`config.mk`:
```
export PLATFORM = sky130hd
export DESIGN_NAME = l2_bus_arbiter
export DESIGN_NICKNAME = d
export VERILOG_FILES = /design/src/rtl/main_memory_config.sv /design/src/rtl/bus_arbiter_config.sv /design/src/rtl/rr_priority_picker.sv /design/src/rtl/l2_bus_arbiter.sv
export SDC_FILE = /design/constraint.sdc
export NUM_CORES = 1
export LEC_CHECK = 0
export ABC_AREA = 1
export CAP_MARGIN = 20
export CORE_AREA = 2 2 419 421
export DETAILED_ROUTE_END_ITERATION = 10
export DIE_AREA = 0 0 421 423
export SLEW_MARGIN = 20
export SYNTH_ARGS = -nofsm -noshare
export SYNTH_HDL_FRONTEND = slang
export SYNTH_SLANG_ARGS = --single-unit
```
`constraint.sdc`:
```
create_clock -name clk -period 14.9 [get_ports clk]
set_clock_uncertainty 0.15 [all_clocks]
set_input_delay 2.98 -clock clk [delete_from_list [all_inputs] [get_ports clk]]
set_output_delay 2.98 -clock clk [all_outputs]
set_load 0.005 [all_outputs]
```
`src/rtl/main_memory_config.sv`:
```
// Downstream memory geometry shared by every agent on the L3 side.
package main_memory_config;
  localparam int MAIN_MEMORY_ADDRESS_WIDTH = 32;
  localparam int MAIN_MEMORY_DATA_WIDTH    = 128;
endpackage

```
`src/rtl/bus_arbiter_config.sv`:
```
// Types and sizing for the L2-to-L3 round-robin arbiter.
package bus_arbiter_config;
  import main_memory_config::*;

  typedef enum logic [1:0] {
    ARB_IDLE,
    ARB_ISSUE,
    ARB_RESP
  } arb_state_t;

  typedef enum logic {
    ARB_RD,
    ARB_WR
  } arb_op_t;

  localparam int NUM_REQUESTERS     = 4;
  localparam int ARB_TIMEOUT_CYCLES = 255;
endpackage

```
`src/rtl/rr_priority_picker.sv`:
```
// Combinational round-robin pick: first candidate at or after ptr_i.
module rr_priority_picker #(
  parameter int N  = 4,
  parameter int IW = $clog2(N)
) (
  input  logic [N-1:0]  cand_i,
  input  logic [IW-1:0] ptr_i,
  output logic [N-1:0]  onehot_o,
  output logic [IW-1:0] idx_o,
  output logic          any_o
);
  always_comb begin
    onehot_o = '0;
    idx_o    = '0;
    any_o    = 1'b0;
    for (int k = 0; k < N; k++) begin
      if (!any_o && cand_i[(int'(ptr_i) + k) % N]) begin
        any_o = 1'b1;
        idx_o = IW'((int'(ptr_i) + k) % N);
        onehot_o[(int'(ptr_i) + k) % N] = 1'b1;
      end
    end
  end
endmodule

```
`src/rtl/l2_bus_arbiter.sv`:
```
// Shares the single L3/main-memory port among the private L2 caches,
// one latched line transaction at a time, round-robin fair.
module l2_bus_arbiter
  import main_memory_config::*;
  import bus_arbiter_config::*;
#(
  parameter int NUM_REQ        = NUM_REQUESTERS,
  parameter int AW             = MAIN_MEMORY_ADDRESS_WIDTH,
  parameter int LW             = MAIN_MEMORY_DATA_WIDTH,
  parameter int TIMEOUT_CYCLES = ARB_TIMEOUT_CYCLES
) (
  input  logic                  clk,
  input  logic                  reset,
  input  logic [NUM_REQ-1:0]    req_read,
  input  logic [NUM_REQ-1:0]    req_write,
  input  logic [NUM_REQ*AW-1:0] req_address,
  input  logic [NUM_REQ*LW-1:0] req_write_data,
  output logic [NUM_REQ-1:0]    req_grant,
  output logic [NUM_REQ-1:0]    req_ready,
  output logic                  req_error,
  output logic [LW-1:0]         req_read_data,
  output logic                  main_memory_read_request,
  output logic                  main_memory_write_request,
  output logic [AW-1:0]         main_memory_address,
  output logic [LW-1:0]         main_memory_write_data,
  input  logic [LW-1:0]         main_memory_read_data,
  input  logic                  main_memory_ready
);
  localparam int IW = $clog2(NUM_REQ);
  localparam int CW = $clog2(TIMEOUT_CYCLES + 1);

  arb_state_t         state_q, state_d;
  arb_op_t            op_q, op_d;
  logic [IW-1:0]      id_q, id_d;
  logic [IW-1:0]      ptr_q, ptr_d;
  logic [NUM_REQ-1:0] mask_q, mask_d;
  logic [NUM_REQ-1:0] grant_q, grant_d;
  logic [NUM_REQ-1:0] ready_q, ready_d;
  logic [AW-1:0]      addr_q, addr_d;
  logic [LW-1:0]      wdata_q, wdata_d;
  logic [LW-1:0]      rdata_q, rdata_d;
  logic [CW-1:0]      cnt_q, cnt_d;
  logic               err_q, err_d;
  logic               rd_q, rd_d;
  logic               wr_q, wr_d;

  logic [NUM_REQ-1:0] win_oh;
  logic [IW-1:0]      win_idx;
  logic               win_any;

  rr_priority_picker #(.N(NUM_REQ), .IW(IW)) u_pick (
    .cand_i   ((req_read | req_write) & ~mask_q),
    .ptr_i    (ptr_q),
    .onehot_o (win_oh),
    .idx_o    (win_idx),
    .any_o    (win_any)
  );

  always_comb begin
    state_d = state_q;
    op_d    = op_q;
    id_d    = id_q;
    ptr_d   = ptr_q;
    mask_d  = '0;
    grant_d = grant_q;
    ready_d = '0;
    addr_d  = addr_q;
    wdata_d = wdata_q;
    rdata_d = rdata_q;
    cnt_d   = cnt_q;
    err_d   = err_q;
    rd_d    = 1'b0;
    wr_d    = 1'b0;
    unique case (state_q)
      ARB_IDLE: begin
        if (win_any) begin
          state_d = ARB_ISSUE;
          id_d    = win_idx;
          // write-back must precede a refill of the same line
          op_d    = req_write[win_idx] ? ARB_WR : ARB_RD;
          addr_d  = req_address[int'(win_idx)*AW +: AW];
          wdata_d = req_write_data[int'(win_idx)*LW +: LW];
          grant_d = win_oh;
          cnt_d   = '0;
          wr_d    = req_write[win_idx];
          rd_d    = !req_write[win_idx];
        end
      end
      ARB_ISSUE: begin
        cnt_d = cnt_q + 1'b1;
        if (main_memory_ready) begin
          state_d = ARB_RESP;
          ready_d = grant_q;
          err_d   = 1'b0;
          rdata_d = (op_q == ARB_RD) ? main_memory_read_data : '0;
        end else if (cnt_q == CW'(TIMEOUT_CYCLES - 1)) begin
          state_d = ARB_RESP;
          ready_d = grant_q;
          err_d   = 1'b1;
          rdata_d = '0;
        end else begin
          rd_d = (op_q == ARB_RD);
          wr_d = (op_q == ARB_WR);
        end
      end
      ARB_RESP: begin
        state_d = ARB_IDLE;
        grant_d = '0;
        err_d   = 1'b0;
        rdata_d = '0;
        ptr_d   = IW'((int'(id_q) + 1) % NUM_REQ);
        // owner is still dropping its level request this cycle
        mask_d  = grant_q;
      end
      default: state_d = ARB_IDLE;
    endcase
  end

  always_ff @(posedge clk or posedge reset) begin
    if (reset) begin
      state_q <= ARB_IDLE;
      op_q    <= ARB_RD;
      id_q    <= '0;
      ptr_q   <= '0;
      mask_q  <= '0;
      grant_q <= '0;
      ready_q <= '0;
      addr_q  <= '0;
      wdata_q <= '0;
      rdata_q <= '0;
      cnt_q   <= '0;
      err_q   <= 1'b0;
      rd_q    <= 1'b0;
      wr_q    <= 1'b0;
    end else begin
      state_q <= state_d;
      op_q    <= op_d;
      id_q    <= id_d;
      ptr_q   <= ptr_d;
      mask_q  <= mask_d;
      grant_q <= grant_d;
      ready_q <= ready_d;
      addr_q  <= addr_d;
      wdata_q <= wdata_d;
      rdata_q <= rdata_d;
      cnt_q   <= cnt_d;
      err_q   <= err_d;
      rd_q    <= rd_d;
      wr_q    <= wr_d;
    end
  end

  assign req_grant                 = grant_q;
  assign req_ready                 = ready_q;
  assign req_error                 = err_q;
  assign req_read_data             = rdata_q;
  assign main_memory_read_request  = rd_q;
  assign main_memory_write_request = wr_q;
  assign main_memory_address       = addr_q;
  assign main_memory_write_data    = wdata_q;
endmodule

```
==> flow_summary.json <==
{
  "drt_first_iter_violations": 1867,
  "core_um2": 173200,
  "die_area_um2": 178100,
  "final_nets": 4781,
  "antenna_found_initial": 46,
  "rows": 153,
  "rsz0062_at_grt": "no",
  "grt_pass1_vias": 23370,
  "setup_viol": 0,
  "yosys.area.top_type": "dfrtp_1",
  "path_class": "input pin to flop",
  "worst_setup_path_start_kind": "input pin",
  "place_ws_ns": 7.252,
  "drcViolationCount": 0,
  "fillCellCount": 19520,
  "maxSlewViolCount": 0,
  "cts_max_level": 2,
  "clkSinkCount": 318,
  "viasPerCell": 3.716,
  "cts_inserted_buffers": 48,
  "period_share": 0.4621,
  "path_max_fanout": 70,
  "synth_cell_types": 36,
  "crit_arrival_ns": 7.27,
  "hold_class": "flop to flop",
  "die_w_um": 421,
  "grt_remaining_overflow": 0,
  "wire_per_inst_um": 21.11,
  "fin_setup_tns_ns": 0,
  "start_util": 0.1151,
  "final_common_cell": "clkdlybuf4s50_1",
  "area_delta_synth_final_pct": 73.13,
  "yosys.area.top_type_share": 0.3990,
  "final_cell_mix": "clkdlybuf4s50_1 (1077), nand2_1 (839), nand3_1 (687), inv_1 (679), dfrtp_1 (318)",
  "insertion_delay_ns": 0.64,
  "ir_drop_mv": 0.2913,
  "path_clk_slew_ns": 0.06,
  "die_h_um": 423,
  "status": "finished, final reports clean",
  "netlist_area_um2": 19950,
  "drtAntennaViolNets": 0,
  "gp_congestion": 0.9641,
  "avgSynthCellArea_um2": 6.587,
  "gr-usage-all-layers": 0.1446,
  "grt_pass1_wl_um": 184400,
  "p_leak_uw": 0.01673,
  "synthTopCellsByArea": "dfrtp_1 (40%), nand3_1 (17%), nand2_1 (16%), inv_1 (13%), o21ai_0 (3.5%)",
  "synth-seq-area-share": 0.3990,
  "dp_hpwl_um": 107300,
  "clock-root-buffer": "clkbuf_16",
  "synth_seq_cells": 318,
  "clockBufferDepth": 3,
  "io_pins": 1078,
  "num_vias": 23670,
  "required_ns": 15.28,
  "netlist_instances": 3028,
  "portBuffers": 1077,
  "hold_buffers": 0,
  "tightest_slew_ns": 1.166,
  "fin_crit_ns": 6.886,
  "hold_path_depth": 2,
  "max_slew_margin": 0.2230,
  "cts_tree": "done",
  "rr_worst_depth": 13,
  "drtPass1Iterations": 6,
  "worst_hold_slack_ns": 0.3244,
  "timing.critical_path.to_type": "flop",
  "grt_max_degree": 237,
  "drive_gt1_frac": 0.03450,
  "cts.repair.resized": 0,
  "totalWireLength_um": 134400,
  "hold_viol_final": 0,
  "syn-num-nets": 3817,
  "synth_warnings": 0,
  "maxCapViolations": 0,
  "p_per_area_nw_per_um2": 204.9,
  "timing.final.ws_setup_ns": 8.014,
  "postCtsSetupRepairBufs": 0,
  "max_freq_mhz": 145.2
}
sequential cells by signal, indices dropped and copies added (netlist names):
register                   count
main_memory_write_data       128
req_read_data                128
main_memory_address           32
cnt_q                          8
mask_q                         4
req_grant                      4
req_ready                      4
id_q                           2
ptr_q                          2
state_q                        2
main_memory_read_request       1
main_memory_write_request      1
op_q                           1
req_error                      1
routing by layer:
metal	share of wire	vias to the layer above	GRT usage
li1	-	11130	-
met1	0.40	11400	0.1687
met2	0.51	884	0.2583
met3	0.059	220	0.03351
met4	0.032	36	0.04802
met5	0.0018	-	0
layout make-up:
| type | count | area, um^2 | share of cell area |
|---|---|---|---|
| clock buffer | 69 | 1350 | 0.03910 |
| tap | 2325 | 2909 | 0.08425 |
| inverter | 685 | 2584 | 0.07482 |
| multi-input combinational | 1837 | 8499 | 0.2461 |
| clock inverter | 18 | 212.7 | 0.006160 |
| antenna | 15 | 37.54 | 0.001087 |
| sequential | 318 | 7958 | 0.2305 |
| timing repair buffer | 1102 | 10980 | 0.3180 |
worst max-delay path, cell delays in order:
cell	delay [ns]
clkdlybuf4s50_1	0.48
inv_1	0.05
nand2_1	0.12
nand3_1	0.15
nand3_1	0.13
nand2_2	0.21
nand3_1	0.26
nand3_4	0.57
nand2_8	0.69
buf_4	0.58
buf_4	0.60
nand2_1	0.12
nand3_1	0.12
nand3_1	0.09
worst paths after layout:
kind	startpoint	end	slack, ns
worst max register to register	ptr_q[0]$_DFFE_PP0P_	main_memory_write_data[43]$_DFFE_PP0P_	10.01
worst min register to register	main_memory_write_data[107]$_DFFE_PP0P_	main_memory_write_data[107]$_DFFE_PP0P_	0.32
worst min-delay path	main_memory_write_data[107]$_DFFE_PP0P_	main_memory_write_data[107]$_DFFE_PP0P_	0.32
min in group asynchronous	reset	main_memory_write_data[31]$_DFFE_PP0P_	2.62
max in group asynchronous	reset	req_read_data[122]$_DFFE_PP0P_	9.31
worst max-delay path	req_write[3]	main_memory_write_data[43]$_DFFE_PP0P_	8.01
cell families (layout without fill, tap and decap cells):
family | count (synthesis) | count (layout) | share of synthesized area
buf+inv | 873 | 1874 | 0.1778
fa+ha+maj | 10 | 10 | 0.006273
compound gates | 160 | 160 | 0.04134
other cells | 0 | 15 | 0
simple gates | 1664 | 1664 | 0.3743
flops | 318 | 318 | 0.3990
xor+xnor | 3 | 3 | 0.001318
per-stage QoR:
stage / instance area (um^2) / total power (uW) / std cells / utilization
2_1_floorplan: 19950 / 3995 / 3028 / -
3_3_place_gp: 32930 / 5928 / 6267 / 0.1901
3_5_place_dp: 32930 / 5957 / 6267 / 0.1901
4_1_cts: 34490 / 7211 / 6354 / 0.1991
5_1_grt: 34510 / 7661 / 6362 / 0.1992
6_report: 34530 / 7074 / 6369 / 0.1993
synthesized netlist by cell type, drive strengths merged:
cell,n
a21oi,10
a31oi,1
and3,1
buf,117
clkbuf,71
clkinv,1
dfrtp,318
ha,10
inv,684
nand2,845
nand3,693
nand3b,1
nand4,5
nor2,20
nor3,2
o211ai,4
o21ai,139
o22ai,4
o32ai,2
or2,97
xnor2,1
xor2,2
power breakdown:
part	switching [uW]	total (uW)	leakage [uW]	internal [uW]
clock	502	1190	0.000767	684
sequential	239	1490	0.00404	1250
combinational	2760	4400	0.0119	1640
total	3500	7070	0.0167	3570
Note: power is estimated with default switching activity, not from simulation.
